File: src/rtl/regfile_pkg.sv
// ---------------------------------------------------------------------------
// regfile_pkg
// Shared definitions for the 8x32 register file and its burst master:
//   - default data/address widths (must match Register_file)
//   - command opcode encodings (OP_WRITE / OP_READ)
//   - burst-master FSM state encoding
//   - clamp_beats(): limits a requested beat count to the register count
// ---------------------------------------------------------------------------
package regfile_pkg;

  localparam int RF_DATA_W = 32;
  localparam int RF_ADDR_W = 3;

  localparam logic OP_WRITE = 1'b0;
  localparam logic OP_READ  = 1'b1;

  typedef enum logic [1:0] {
    ST_IDLE  = 2'd0,
    ST_WRITE = 2'd1,
    ST_READ  = 2'd2,
    ST_DONE  = 2'd3
  } state_e;

  // A burst never touches more registers than exist; longer requests are
  // clamped to one full pass over the file.
  function automatic int unsigned clamp_beats(input int unsigned len,
                                              input int unsigned addr_w);
    int unsigned max_beats;
    max_beats = 32'd1 << addr_w;
    return (len > max_beats) ? max_beats : len;
  endfunction

endpackage

File: src/rtl/regfile_rd_stage.sv
// ---------------------------------------------------------------------------
// regfile_rd_stage
// One-entry valid/ready output register for read beats (data + last flag).
// Ports:
//   clk, reset      : clock, synchronous active-high reset
//   load_i          : capture data_i/last_i this edge (caller only loads when
//                     the entry is empty or being drained this same edge)
//   data_i, last_i  : beat to capture
//   ready_i         : downstream consumes the held beat when valid_o&ready_i
//   valid_o, data_o, last_o : held beat
// ---------------------------------------------------------------------------
module regfile_rd_stage #(
  parameter int DATA_W = 32
) (
  input  logic              clk,
  input  logic              reset,
  input  logic              load_i,
  input  logic [DATA_W-1:0] data_i,
  input  logic              last_i,
  input  logic              ready_i,
  output logic              valid_o,
  output logic [DATA_W-1:0] data_o,
  output logic              last_o
);

  logic              valid_q;
  logic [DATA_W-1:0] data_q;
  logic              last_q;

  always_ff @(posedge clk) begin
    if (reset) begin
      valid_q <= 1'b0;
      data_q  <= '0;
      last_q  <= 1'b0;
    end else if (load_i) begin
      valid_q <= 1'b1;
      data_q  <= data_i;
      last_q  <= last_i;
    end else if (valid_q && ready_i) begin
      // Drained with nothing behind it: data/last keep their old value.
      valid_q <= 1'b0;
    end
  end

  assign valid_o = valid_q;
  assign data_o  = data_q;
  assign last_o  = last_q;

endmodule

File: src/rtl/regfile_burst_master.sv
// ---------------------------------------------------------------------------
// regfile_burst_master
// Turns one command (op, base address, beat count) into a burst of register
// file writes or reads.
// Ports:
//   clk, reset                      : clock, synchronous active-high reset
//   cmd_valid/cmd_ready/cmd_op/
//   cmd_addr/cmd_len                : command channel (op 0 = write, 1 = read)
//   wr_valid/wr_ready/wr_data       : write-data stream into the file
//   rd_valid/rd_ready/rd_data/rd_last : read-data stream out of the file
//   busy, done                      : status (busy in every non-IDLE state,
//                                     done pulses one cycle per burst)
//   rf_we/rf_wAddr/rf_wData         : register-file write port
//   rf_rAddr/rf_rData               : register-file read port (combinational)
// ---------------------------------------------------------------------------
module regfile_burst_master
  import regfile_pkg::*;
#(
  parameter int DATA_W = RF_DATA_W,
  parameter int ADDR_W = RF_ADDR_W,
  parameter int LEN_W  = 4
) (
  input  logic              clk,
  input  logic              reset,
  input  logic              cmd_valid,
  output logic              cmd_ready,
  input  logic              cmd_op,
  input  logic [ADDR_W-1:0] cmd_addr,
  input  logic [LEN_W-1:0]  cmd_len,
  input  logic              wr_valid,
  output logic              wr_ready,
  input  logic [DATA_W-1:0] wr_data,
  output logic              rd_valid,
  input  logic              rd_ready,
  output logic [DATA_W-1:0] rd_data,
  output logic              rd_last,
  output logic              busy,
  output logic              done,
  output logic              rf_we,
  output logic [ADDR_W-1:0] rf_wAddr,
  output logic [DATA_W-1:0] rf_wData,
  output logic [ADDR_W-1:0] rf_rAddr,
  input  logic [DATA_W-1:0] rf_rData
);

  state_e            state_q;
  logic [ADDR_W-1:0] cur_addr_q;
  logic [LEN_W-1:0]  issue_left_q;   // read beats not yet captured (or writes left)
  logic [LEN_W-1:0]  accept_left_q;  // beats not yet handed over downstream
  logic              busy_q;
  logic              done_q;

  logic [LEN_W-1:0]  len_clamped;
  logic              cmd_fire;
  logic              wr_fire;
  logic              rd_load;
  logic              rd_fire;

  assign len_clamped = LEN_W'(clamp_beats(32'(cmd_len), ADDR_W));

  // NOTE: handshake readies are gated by reset combinationally, so no command
  // or write beat can complete on an edge where reset is sampled high.
  assign cmd_ready = (state_q == ST_IDLE)  && !reset;
  assign wr_ready  = (state_q == ST_WRITE) && !reset;
  assign rf_we     = wr_ready && wr_valid;

  assign cmd_fire  = cmd_valid && cmd_ready;
  assign wr_fire   = rf_we;
  assign rf_wAddr  = cur_addr_q;
  assign rf_wData  = wr_data;
  assign rf_rAddr  = cur_addr_q;

  // Capture the next read beat whenever the output entry is free or is being
  // drained this edge; this sustains one beat per cycle with rd_ready high.
  assign rd_load = (state_q == ST_READ) && (issue_left_q != '0) &&
                   (!rd_valid || rd_ready);
  assign rd_fire = rd_valid && rd_ready;

  // NOTE: all state below is sequential and assigned with <= only, so every
  // branch reads the pre-edge register values regardless of statement order.
  always_ff @(posedge clk) begin
    if (reset) begin
      state_q       <= ST_IDLE;
      cur_addr_q    <= '0;
      issue_left_q  <= '0;
      accept_left_q <= '0;
      busy_q        <= 1'b0;
      done_q        <= 1'b0;
    end else begin
      done_q <= 1'b0;
      unique case (state_q)
        ST_IDLE: begin
          if (cmd_fire) begin
            cur_addr_q    <= cmd_addr;
            issue_left_q  <= len_clamped;
            accept_left_q <= len_clamped;
            busy_q        <= 1'b1;
            if (len_clamped == '0) begin
              state_q <= ST_DONE;
              done_q  <= 1'b1;
            end else if (cmd_op == OP_WRITE) begin
              state_q <= ST_WRITE;
            end else begin
              state_q <= ST_READ;
            end
          end
        end

        ST_WRITE: begin
          if (wr_fire) begin
            cur_addr_q    <= cur_addr_q + ADDR_W'(1);
            issue_left_q  <= issue_left_q - LEN_W'(1);
            accept_left_q <= accept_left_q - LEN_W'(1);
            if (accept_left_q == LEN_W'(1)) begin
              state_q <= ST_DONE;
              done_q  <= 1'b1;
            end
          end
        end

        ST_READ: begin
          if (rd_load) begin
            cur_addr_q   <= cur_addr_q + ADDR_W'(1);
            issue_left_q <= issue_left_q - LEN_W'(1);
          end
          if (rd_fire) begin
            accept_left_q <= accept_left_q - LEN_W'(1);
            if (accept_left_q == LEN_W'(1)) begin
              state_q <= ST_DONE;
              done_q  <= 1'b1;
            end
          end
        end

        ST_DONE: begin
          state_q <= ST_IDLE;
          busy_q  <= 1'b0;
        end
      endcase
    end
  end

  assign busy = busy_q;
  assign done = done_q;

  regfile_rd_stage #(
    .DATA_W (DATA_W)
  ) u_rd_stage (
    .clk     (clk),
    .reset   (reset),
    .load_i  (rd_load),
    .data_i  (rf_rData),
    .last_i  (issue_left_q == LEN_W'(1)),
    .ready_i (rd_ready),
    .valid_o (rd_valid),
    .data_o  (rd_data),
    .last_o  (rd_last)
  );

endmodule

File: config.mk
export PLATFORM = sky130hd
export DESIGN_NAME = regfile_burst_master
export DESIGN_NICKNAME = d
export VERILOG_FILES = /design/src/rtl/regfile_pkg.sv /design/src/rtl/regfile_rd_stage.sv /design/src/rtl/regfile_burst_master.sv
export SDC_FILE = /design/constraint.sdc
export NUM_CORES = 1
export LEC_CHECK = 0
export CORE_ASPECT_RATIO = 0.7
export CORE_MARGIN = 2
export CORE_UTILIZATION = 50
export DETAILED_ROUTE_END_ITERATION = 8
export DONT_BUFFER_PORTS = 1
export GPL_ROUTABILITY_DRIVEN = 0
export PLACE_DENSITY = 0.74
export SLEW_MARGIN = 10
export SYNTH_ARGS = -nofsm -noshare
export SYNTH_HDL_FRONTEND = slang
export SYNTH_HIERARCHICAL = 1
export SYNTH_SLANG_ARGS = --single-unit
File: constraint.sdc
create_clock -name clk -period 3.4 [get_ports clk]
set_clock_uncertainty 0.05 [all_clocks]
set_input_delay 0.51 -clock clk [delete_from_list [all_inputs] [get_ports clk]]
set_output_delay 0.51 -clock clk [all_outputs]
set_load 0.05 [all_outputs]
# ---- After elaboration in Yosys (flattened, before gate mapping)
# Cells that the tools add are included.
dict set report totals {
  regBits 49
  latch_bits 0
  ramBits 0
  rom_bits 0
  elab_cells 71
  n_memories 0
}
dict set report classes {
  addsub 3
  mul 0
  div_mod_pow 0
  magnitude_cmp 1
  eq_ne 9
  shift 0
  mux 29
  n_bitwise 0
  reduce_logical 20
}
# op count
set op_table {}
lappend op_table {{2-to-1 mux 4 bit} 6}
lappend op_table {{one-hot mux 4 bit (3 select lines)} 2}
lappend op_table {{2-to-1 mux 2 bit} 6}
lappend op_table {{2-to-1 mux 3 bit} 3}
lappend op_table {{one-hot mux 3 bit (3 select lines)} 1}
lappend op_table {{== test 4 x 1 -> 1 bit, second input constant} 2}
lappend op_table {{2-to-1 mux 1 bit} 8}
lappend op_table {{inequality test 2 bit, second input constant} 4}
lappend op_table {{one-hot mux 2 bit (4 select lines)} 1}
lappend op_table {{AND reduction 4 bit} 2}
lappend op_table {{subtractor 4 x 1 -> 4 bit, second input constant} 2}
lappend op_table {{logical AND 1 bit} 7}
lappend op_table {{== test 2 bit, second input constant} 2}
lappend op_table {{> comparator 4 bit, second input constant} 1}
lappend op_table {{zero test 4 bit} 1}
lappend op_table {{nonzero test 2 bit} 2}
lappend op_table {{nonzero test 4 bit} 1}
lappend op_table {{adder 3 x 1 -> 3 bit, second input constant} 1}
lappend op_table {{one-hot mux 1 bit (3 select lines)} 1}
lappend op_table {{AND reduction 3 bit} 1}
lappend op_table {{nonzero test 3 bit} 1}
lappend op_table {{== test 2 x 1 -> 1 bit, second input constant} 1}
lappend op_table {{zero test 1 bit} 2}
lappend op_table {{zero test 2 bit} 1}
lappend op_table {{other kinds (3)} 3}

# ---- Longest topological paths before layout
dict set report logic_depth {
  word_depth 6
  ltp_mapped 8
}

# ---- Modules after synthesis
# The synthesis kept the hierarchy.
# mod instances cells_each area_each_um2
set modules_own_cells {}
lappend modules_own_cells {regfile_burst_master 1 165 1325.0}
lappend modules_own_cells {regfile_rd_stage 1 111 1238.7}

# ---- Worst setup path after synthesis
# Ideal clock, no wire load.
dict set report synth_timing {
  kind {register -> output}
  from {register state_q[0]}
  to {output port cmd_ready}
  arrival_ps 1412
  t_required_ps 2840
  setup_slack_ps 1428
  stages_incl_launch_ff 4
  path_buffers 0
  path_cell_list {dfxtp_1 inv_1 ha_1 nor2b_1}
}
dict set report synth_via {
  elab_chain_cells 2
}
# item line_no
set synth_lines {}
lappend synth_lines {{from (decl)} regfile_burst_master.sv:46} ;# state_e state_q;
lappend synth_lines {{from (signal assigned)} regfile_burst_master.sv:83} ;# state_q <= ST_IDLE;
lappend synth_lines {{from (signal assigned)} regfile_burst_master.sv:99} ;# state_q <= ST_DONE;
lappend synth_lines {{from (signal assigned)} regfile_burst_master.sv:102} ;# state_q <= ST_WRITE;
lappend synth_lines {{zero test 2 bit} regfile_burst_master.sv:63} ;# assign cmd_ready = (state_q == ST_IDLE) && !reset;
lappend synth_lines {{logical AND 1 bit} regfile_burst_master.sv:63}
lappend synth_lines {{to (decl)} regfile_burst_master.sv:26} ;# output logic cmd_ready,
# No other way between the ends.

# ---- Worst setup path in the final report
dict set report layout_timing {
  from {register state_q[1]}
  to {output port wr_ready}
}
dict set report layout_via {
  elab_chain_cells 2
}
# item line_no
set layout_lines {}
lappend layout_lines {{== test 2 x 1 -> 1 bit} regfile_burst_master.sv:64} ;# assign wr_ready = (state_q == ST_WRITE) && !reset;
lappend layout_lines {{logical AND 1 bit} regfile_burst_master.sv:64}
lappend layout_lines {{to (decl)} regfile_burst_master.sv:31} ;# output logic wr_ready,
# No other way between the ends.

==> impl_metrics.ini <==
[setup_path]
critical_path.endpoint = wr_ready
critical_path.startpoint = state_q[1]
timing.rr.end = u_rd_stage/data_o[12]
setup.worst_path.end_class = primary output
cp.arrival_ns = 1.78
worstReg2RegStart = issue_left_q[0]
largest_fanout_on_the_critical_path = 5
crit_path_start_kind = flop
timing.reg2reg.setup_slack_ns = 1.13
worst_r2r_path_depth = 6
critPathKind = reg -> out
worst_ep_required_time_ns = 2.84

[synthesis]
number_of_register_bits_inferred_by_synthesis = 49
postSynthAreaPerCell_um2 = 9.29
yosysWarnings = 6
synth_enable_flop_cells = 0
syn_area_mm2 = 0.00256
synth-seq-area-share = 0.383
distinct_cell_type_count_after_synthesis = 40
synth_cells = 276
postSynthNetCount = 362
asyncSetResetFlopFracSynth = 0
synthFlopType = sky130_fd_sc_hd__dfxtp_1

[detailed_routing]
drt_pre_antenna_iters = 4
via_per_inst = 5.51
detail-route-antenna-nets = 0
routed_wire_length_per_instance_um = 15.7
initialDrtViolationCount = 78
total_wire_length_after_detailed_routing_um = 4850
drc_errors = 0
dr_total_vias = 1708

[global_route]
top_usage_layer = met2
first_global_vias = 1702
grt_pass1_wl_um = 7890
gr-usage-all-layers = 0.172
grt_start_max_net_pins = 55
met1_usage = 0.221
antenna_found_initial = 0
globalRouteOverflowTotal = 0
met3_usage = 0.0581
global_route.usage.met2 = 0.270

[power_and_ir_drop]
powerDensity_mw_per_mm2 = 877
cell_internal_pwr_w = 0.00114
share_clk_of_total_power = 0.164
total_switching_power_w = 0.000974
p_sw_frac = 0.462
leakagePower_nw = 0.863
power.share.combinational = 0.404
max-vdd-ir-drop_v = 0.000420
p_seq_frac = 0.433

[flow_run]
cap_viol_max_count = 0

[sta]
hold_viol = 0
grt_setup_unrepaired = no
hold_ws_ns = 0.222
worst_slew_pin_slew_ns = 1.02
slew_viol_final = 0
final_setup_violating_endpoints = 0
fmaxAchievable_mhz = 426
timing.final.crit_period_ns = 2.34
setup-tns-final_ns = 0
slew-limit-headroom = 0.319
finalCritPeriodShare = 0.690

[clock_network]
cts_tree = yes
clk_transition_reported_paths_ns = 0.09
cts-resized-gates = 0
clk-insertion-delay-late_ns = 0.29
post_cts.repair.setup_buffers = 0
cts-buffers-inserted = 5
cts_root_buffer = sky130_fd_sc_hd__clkbuf_8
htree_num_levels = 2
cts-hold-fix-buffers = 0
clock_sink_count = 49
cts.path.max_buffers = 2

[cells_and_area]
num_antenna_cells = 0
fill_cells = 476
post_route_cells_drive_above_1_share = 0.0788
layout.nets = 326
syn2layout_area_growth_pct = -6.20

[min_path]
min_path_type = in -> reg

[floorplan]
boundaryPins = 154
die_x_um = 89.6
initial_utilization = 0.527
fp.dieArea_mm2 = 0.00573
floorplan.rows = 21
fp.dieH_um = 63.9
core-area_mm2 = 0.00486

[outcome]
outcome = completed

[place]
hpwlAfterDp_um = 3520
portBuffers = 0
## Yosys cell counts (2+ instances only)
| cell type | number | share of area |
|---|---|---|
| sky130_fd_sc_hd__a2111oi_0 | 2 | 0.0068 |
| sky130_fd_sc_hd__a211oi_1 | 2 | 0.0059 |
| sky130_fd_sc_hd__a21oi_1 | 8 | 0.016 |
| sky130_fd_sc_hd__a31oi_1 | 2 | 0.0049 |
| sky130_fd_sc_hd__and2_1 | 2 | 0.0049 |
| sky130_fd_sc_hd__buf_12 | 3 | 0.023 |
| sky130_fd_sc_hd__buf_2 | 2 | 0.0039 |
| sky130_fd_sc_hd__buf_4 | 35 | 0.10 |
| sky130_fd_sc_hd__clkbuf_1 | 6 | 0.0088 |
| sky130_fd_sc_hd__dfxtp_1 | 49 | 0.38 |
| sky130_fd_sc_hd__ha_1 | 9 | 0.044 |
| sky130_fd_sc_hd__inv_1 | 12 | 0.018 |
| sky130_fd_sc_hd__mux2i_1 | 37 | 0.14 |
| sky130_fd_sc_hd__nand2_1 | 9 | 0.013 |
| sky130_fd_sc_hd__nand2b_1 | 5 | 0.012 |
| sky130_fd_sc_hd__nor2_1 | 50 | 0.073 |
| sky130_fd_sc_hd__nor2b_1 | 3 | 0.0073 |
| sky130_fd_sc_hd__nor3_1 | 3 | 0.0059 |
| sky130_fd_sc_hd__o21ai_0 | 2 | 0.0039 |
| sky130_fd_sc_hd__o311ai_0 | 6 | 0.020 |
| sky130_fd_sc_hd__o31ai_1 | 7 | 0.020 |
| sky130_fd_sc_hd__or2_1 | 2 | 0.0049 |
| sky130_fd_sc_hd__or4_1 | 3 | 0.0088 |
## placed cells by master (no fill, tap or decap), types with 2 or more instances in the layout
cell type and count:
sky130_fd_sc_hd__ha_1 9, sky130_fd_sc_hd__or2_1 2, sky130_fd_sc_hd__a31oi_1 2, sky130_fd_sc_hd__nor2b_1 3, sky130_fd_sc_hd__clkbuf_8 5, sky130_fd_sc_hd__o21ai_0 2, sky130_fd_sc_hd__a211oi_1 2, sky130_fd_sc_hd__o31ai_1 7
sky130_fd_sc_hd__and2_1 2, sky130_fd_sc_hd__inv_1 12, sky130_fd_sc_hd__nor3_1 3, sky130_fd_sc_hd__or4_1 3, sky130_fd_sc_hd__o311ai_0 6, sky130_fd_sc_hd__dfxtp_1 49, sky130_fd_sc_hd__a21oi_1 8, sky130_fd_sc_hd__nor2_1 50
sky130_fd_sc_hd__mux2i_1 37, sky130_fd_sc_hd__buf_4 4, sky130_fd_sc_hd__nand2b_1 5, sky130_fd_sc_hd__nand2_1 9, sky130_fd_sc_hd__a2111oi_0 2
## worst max-delay path: stages, from the launching register on
cell and delay, ns:
sky130_fd_sc_hd__dfxtp_1 0.36, sky130_fd_sc_hd__inv_1 0.09, sky130_fd_sc_hd__ha_1 0.26, sky130_fd_sc_hd__nor2b_1 0.78
## per-stage QoR
| stage | area, um^2 | instances | utilization | worst slack (ns) | power [W] |
|---|---|---|---|---|---|
| 6_report | 2400 | 310 | 0.495 | 1.06 | 0.00211 |
| 5_1_grt | 2400 | 310 | 0.495 | 0.975 | 0.00227 |
| 4_1_cts | 2400 | 310 | 0.495 | 1.04 | 0.00213 |
| 3_5_place_dp | 2310 | 302 | 0.476 | 1.14 | 0.00177 |
| 3_3_place_gp | 2310 | 302 | 0.476 | 1.21 | 0.00175 |
| 2_1_floorplan | 2560 | 276 | - | 1.43 | 0.00175 |
## layout make-up
type | count | area, um^2 | area share
Clock inverter | 3 | 21.3 | 0.00884
Multi-Input combinational cell | 167 | 1170 | 0.486
Inverter | 13 | 48.8 | 0.0203
Sequential cell | 49 | 981 | 0.408
Tap cell | 69 | 86.3 | 0.0359
Clock buffer | 5 | 68.8 | 0.0286
Timing Repair Buffer | 4 | 30.0 | 0.0125
## logic make-up (layout without fill, tap and decap cells)
kind of cell | after synthesis | after routing | synth area share
AOI/OAI and AO/OA | 37 | 37 | 0.116
adders and majority gates | 9 | 9 | 0.0439
buffers and inverters | 60 | 25 | 0.162
DFF | 49 | 49 | 0.383
muxes | 37 | 37 | 0.144
and+or+nand+nor | 84 | 84 | 0.151
## per-layer routing
metal	vias to the layer above	part of all wire	wire length (um)
li1	834	-	-
met1	787	0.44	2130
met2	75	0.45	2180
met3	12	0.10	500
met4	0	0.0093	45
met5	-	0	0
## sequential cells by signal, indices dropped and copies added, names as in the netlist, 2 cells and up
name,count
u_rd_stage/data_o,32
issue_left_q,4
accept_left_q,4
state_q,2
rf_rAddr,3
## power by group through the flow
stage	Clock [W]	Sequential (W)	Combinational, W
after floorplan	0	0.000928	0.000825
after CTS	0.000360	0.000915	0.000852
final	0.000345	0.000913	0.000851
after detailed placement	0	0.000927	0.000847
after global routing	0.000382	0.000929	0.000955
after global placement	0	0.000925	0.000829
## worst min-delay path by stage
stage | startpoint | endpoint | slack (ns) | depth (start not counted)
5_1_grt | reset | accept_left_q[0] | 0.20 | 1
4_1_cts | reset | issue_left_q[0] | 0.21 | 1
2_1_floorplan | state_q[0] | state_q[0] | 0.42 | 2
3_3_place_gp | state_q[0] | state_q[0] | 0.44 | 2
6_report | reset | accept_left_q[0] | 0.22 | 1
3_5_place_dp | state_q[0] | state_q[0] | 0.45 | 2
Power figures use the tool's default switching activity.
